==> src/rtl/shift_iter.sv <==
// shift_iter: iterative shifter that moves the operand at most STEP bit
// positions per clock, with a valid/ready request and result handshake.
// Modes: 00 SRL, 01 SLL, 10 SRA, 11 ROR.
// Optional feature: define SHIFT_ROTATE_EN to enable mode 11 as rotate-right.
// Without it, mode 11 (with enable set) returns zero one cycle after accept.
module shift_iter #(
  parameter int unsigned WIDTH = 32,
  parameter int unsigned STEP  = 8,
  localparam int unsigned SHW  = $clog2(WIDTH)
) (
  input  logic             clk,
  input  logic             rst_n,
  input  logic             in_valid,
  output logic             in_ready,
  input  logic [WIDTH-1:0] a,
  input  logic [SHW-1:0]   shamt,
  input  logic [1:0]       mode,
  input  logic             enable,
  output logic             out_valid,
  input  logic             out_ready,
  output logic [WIDTH-1:0] b,
  output logic             busy
);

  localparam logic [1:0] MODE_SRL = 2'b00;
  localparam logic [1:0] MODE_SLL = 2'b01;
  localparam logic [1:0] MODE_SRA = 2'b10;
  localparam logic [1:0] MODE_ROR = 2'b11;

  typedef enum logic [1:0] {IDLE, SHIFT, DONE} state_t;

  state_t           state;
  logic [WIDTH-1:0] work;
  logic [SHW-1:0]   remaining;
  logic [1:0]       mode_q;

  logic [SHW-1:0]   k_in;
  logic [SHW-1:0]   k_w;
  logic [WIDTH-1:0] first_val;
  logic [WIDTH-1:0] next_val;

  // Bits to move this cycle: min(rem, STEP); rem < WIDTH so the result fits SHW bits.
  function automatic logic [SHW-1:0] step_of(input logic [SHW-1:0] rem);
    return (32'(rem) > STEP) ? SHW'(STEP) : rem;
  endfunction

  // One partial shift of v by k. SRA keeps filling with v's top bit, which
  // stays equal to the latched operand's sign bit across all partial steps.
  function automatic logic [WIDTH-1:0] shift_by(input logic [WIDTH-1:0] v,
                                                input logic [1:0]       m,
                                                input logic [SHW-1:0]   k);
    logic [WIDTH-1:0] r;
    r = '0;
    case (m)
      MODE_SRL: r = v >> k;
      MODE_SLL: r = v << k;
      MODE_SRA: r = WIDTH'($signed(v) >>> k);
      MODE_ROR: begin
`ifdef SHIFT_ROTATE_EN
        r = WIDTH'({v, v} >> k);
`else
        r = '0;
`endif
      end
      default:  r = '0;
    endcase
    return r;
  endfunction

  // First step is taken on the accept edge, later steps from the working register.
  assign k_in      = step_of(shamt);
  assign first_val = shift_by(a, mode, k_in);
  assign k_w       = step_of(remaining);
  assign next_val  = shift_by(work, mode_q, k_w);

  // Handshake/status flags decoded straight from the state register.
  assign in_ready  = rst_n & (state == IDLE);
  assign out_valid = (state == DONE);
  assign busy      = (state != IDLE);

  // Control FSM plus datapath registers.
  always_ff @(posedge clk or negedge rst_n) begin
    if (!rst_n) begin
      state     <= IDLE;
      work      <= '0;
      remaining <= '0;
      mode_q    <= MODE_SRL;
      b         <= '0;
    end else begin
      case (state)
        IDLE: begin
          if (in_valid) begin
            mode_q <= mode;
            if (!enable) begin
              b         <= a;
              remaining <= '0;
              state     <= DONE;
            end
`ifndef SHIFT_ROTATE_EN
            else if (mode == MODE_ROR) begin
              b         <= '0;
              remaining <= '0;
              state     <= DONE;
            end
`endif
            else if (shamt == k_in) begin
              // Whole shift (including shamt = 0) fits in a single step.
              b         <= first_val;
              remaining <= '0;
              state     <= DONE;
            end else begin
              work      <= first_val;
              remaining <= shamt - k_in;
              state     <= SHIFT;
            end
          end
        end
        SHIFT: begin
          work      <= next_val;
          remaining <= remaining - k_w;
          if (remaining == k_w) begin
            b     <= next_val;
            state <= DONE;
          end
        end
        DONE: begin
          if (out_ready) state <= IDLE;
        end
        default: state <= IDLE;
      endcase
    end
  end

endmodule

==> config.mk <==
export PLATFORM = sky130hd
export DESIGN_NAME = shift_iter
export DESIGN_NICKNAME = d
export VERILOG_FILES = /design/src/rtl/shift_iter.sv
export SDC_FILE = /design/constraint.sdc
export NUM_CORES = 1
export LEC_CHECK = 0
export BUFFER_PORTS_ARGS = -buffer_cell sky130_fd_sc_hd__buf_2
export CAP_MARGIN = 20
export CELL_PAD_IN_SITES_DETAIL_PLACEMENT = 0
export CELL_PAD_IN_SITES_GLOBAL_PLACEMENT = 1
export CORE_UTILIZATION = 36
export CTS_BUF_LIST = sky130_fd_sc_hd__clkbuf_8
export DETAILED_ROUTE_END_ITERATION = 8
export PLACE_DENSITY_LB_ADDON = 0.1
export SYNTH_ARGS = -nofsm -noshare
export SYNTH_HDL_FRONTEND = slang
export SYNTH_SLANG_ARGS = --single-unit
==> constraint.sdc <==
create_clock -name clk -period 2.05 [get_ports clk]
set_input_delay 0.205 -clock clk [delete_from_list [all_inputs] [get_ports clk]]
set_output_delay 0.205 -clock clk [all_outputs]
set_load 0.1 [all_outputs]
==> impl_metrics.json <==
{
  "drt-initial-drc-count": 1843,
  "worst_pin_slew_ns": 0.749,
  "vias": 17110,
  "path_depth": 11,
  "synth_area_mm2": 0.0115,
  "holdCritPathClass": "in2async",
  "htree_levels": 3,
  "postRouteAntennaNets": 0,
  "clkTransAtPathRegs_ns": 0.09,
  "final.setup.tns_ns": -17.07,
  "ys_warn_count": 0,
  "slew-limit-headroom_pct": 49.6,
  "antenna_found_initial": 0,
  "yosysMostFrequentCell": "nor2_1",
  "cp_max_fo": 7,
  "violations": "negative setup slack",
  "worstSetupEndpointType": "flip-flop",
  "drcViolationCount": 0,
  "start_util_pct": 36.5,
  "avgSynthCellArea_um2": 6.98,
  "setup_ws_ns": -0.410,
  "root_buffer": "clkbuf_8",
  "finalSetupViolations": 65,
  "grt-ovfl-total": 0,
  "die_h_um": 181,
  "async_flop_share_pct": 100,
  "core_area_mm2": 0.0315,
  "cp_cell_sequence": "buf_6 -> nor3b_4 -> buf_4 -> buf_8 -> buf_6 -> mux4_2 -> o21ai_1 -> o211ai_1 -> buf_4 -> a221oi_2 -> o22ai_1",
  "cts_tree": "done",
  "clkLatencyLatePin_ns": 0.37,
  "synth_area_leaders": "dfrtp_1 (16%), o21ai_0 (5.7%), a21oi_1 (5.1%)",
  "grt_max_degree": 68,
  "fin_crit_sh_pct": 120,
  "drv_cap": 0,
  "grt_pass1_vias": 16446,
  "status": "finished, violations left",
  "cp.arrival_ns": 2.71,
  "synth_seq_cells": 73,
  "cpPeakStageDelay_ns": 0.50,
  "grt_pass1_wl_um": 105000,
  "start_kind": "flip-flop",
  "ff2ff_path_depth": 11,
  "fin_area_mm2": 0.0194,
  "avgRoutedWirePerCell_um": 27.5,
  "finalHoldViolCount": 0,
  "fin_worst_skew_ns": 0.0141,
  "yosys.area.top_type": "dfrtp_1",
  "avgViaCountPerCell": 6.57,
  "crit_buf_inv": 5,
  "placed_cell_area_mm2": 0.0164,
  "final_layout_size_suffix_gt1_share_pct": 48.4,
  "first_pass_iters": 6,
  "critical_path_class": "reg2reg",
  "dieArea_mm2": 0.0326,
  "yosysTopAreaCellShare_pct": 15.9,
  "die_w_um": 181,
  "ys_seq_area_share_pct": 15.9,
  "period_needed_ns": 2.46,
  "layout.nets": 2246,
  "finalNonFillerCells": 2603,
  "cts_sinks": 73,
  "clock_path_buffers": 2,
  "max-vdd-ir-drop_mv": 1.05,
  "critPathSlowestCell": "dfrtp_2",
  "rsz0062_at_grt": "yes",
  "place_inst": 2503,
  "cts_buffers": 9,
  "leakage_nw": 7.88,
  "ys_types": 96,
  "required_ns": 2.30,
  "path_delay_family": "buffers and inverters",
  "synth_ff_type": "dfrtp_1",
  "ys_top_cells_by_count": "nor2_1 (150), o21ai_0 (130), nand2_1 (128)",
  "place.port_buffers": 78,
  "grtUsageTotal_pct": 42.3,
  "hpwl_um": 54300,
  "area_delta_synth_final_pct": 68.8,
  "syn_inst": 1646,
  "num_rows": 65,
  "finalPower_mw": 30.4,
  "n_antenna_cell": 0,
  "gp_congestion": 1.03,
  "n_fill_cell": 2892,
  "ios": 79,
  "fmax_mhz": 406,
  "maxSlewViolCount": 0,
  "routed_wl_um": 71600,
  "synth_edf_count": 0,
  "powerDensity_mw_per_mm2": 1570
}
-- cell type report --
class                      count  area, µm²  share of cell area, %
clock buffer                   9        124                  0.639
multi-input combinational   1332      10400                   53.7
inverter                      25       97.6                  0.503
tap                          402        503                   2.59
timing repair buffer         755       6300                   32.5
sequential                    73       1830                   9.46
clock inverter                 7        118                  0.607
-- through the flow --
step / hold slack (ns) / util (%) / setup WS (ns)
6_report: 0.179 / 61.6 / -0.410
5_1_grt: 0.166 / 61.6 / -0.454
4_1_cts: 0.162 / 57.8 / -0.336
3_5_place_dp: 0.0464 / 52.0 / -0.470
3_3_place_gp: 0.0402 / 52.0 / -0.467
2_1_floorplan: -0.0906 / - / -0.0890
-- cell families after synthesis --
group / synth area share, %
adders and majority gates: 0.654
xor gates and xnor gates: 0.0763
AOI/OAI and AO/OA: 40.6
and+or+nand+nor: 28.3
muxes: 5.24
DFF: 15.9
other: 0.0654
buffers and inverters: 9.23
-- layout by cell type (no fill, tap or decap), types with 19 or more instances in the layout --
cell type / Yosys / layout
a21oi_2: 1 / 20
o21ai_0: 130 / 85
a211oi_1: 45 / 23
o211ai_1: 40 / 40
nand3_1: 61 / 46
inv_1: 23 / 22
o21a_1: 22 / 22
mux2i_1: 32 / 26
nor2_1: 150 / 135
nand2b_1: 42 / 40
a31oi_1: 40 / 33
o21ai_1: 2 / 25
nand2_1: 128 / 117
buf_12: 0 / 38
o22ai_1: 24 / 19
buf_2: 64 / 76
a22oi_1: 22 / 20
dfrtp_1: 73 / 68
a211oi_2: 6 / 24
nor2b_1: 29 / 26
buf_6: 7 / 52
nor3_1: 40 / 28
buf_4: 2 / 575
o21ai_2: 0 / 22
a21oi_1: 116 / 91
-- what timing repair did --
action | CTS | global route
hold buffers | 1 | 0
endpoints found under the hold margin | 73 | 0
resized for setup | 261 | 179
pin swaps | 97 | 101
buffers inserted | 53 | 38
gates cloned | 3 | 1
setup endpoints to repair | 67 | 67
-- state kept, by name, summed over array words and instances (netlist names) --
register   cells
work          32
b             32
remaining      5
state          2
mode_q         2
-- final timing paths --
check | from | endpoint | slack (ns)
setup / recovery | remaining[3] | b[28] | -0.41
hold / removal | rst_n | remaining[1] | 0.18
setup reg to reg | remaining[3] | b[28] | -0.41
hold reg to reg | b[29] | b[29] | 0.49
max in group asynchronous | rst_n | b[12] | 1.24
min in group clk | out_ready | state[1] | 0.18
-- layer usage --
metal  vias up  track usage (%)  part of all wire, %
met5         -                0                    0
met4         0             23.2                  6.5
met3       317             4.08                  8.1
met2      1156             68.8                   45
met1      8206             54.9                   40
li1       7431                -                    -
-- worst reg2reg max path, cell delays in order (launching register included) --
cell      delay [ns]
dfrtp_2         0.50
buf_6           0.15
nor3b_4         0.22
buf_4           0.15
buf_8           0.14
buf_6           0.13
mux4_2          0.28
o21ai_1         0.13
o211ai_1        0.10
buf_4           0.17
a221oi_2        0.25
o22ai_1         0.12
-- power breakdown --
| group | total (mW) | internal, mW | switching [mW] | leakage (nW) |
|---|---|---|---|---|
| combinational | 25.7 | 11.1 | 14.6 | 6.91 |
| clock | 1.43 | 0.809 | 0.621 | 0.117 |
| sequential | 3.31 | 2.17 | 1.14 | 0.854 |
No activity file was read; power rests on OpenSTA's default activity.
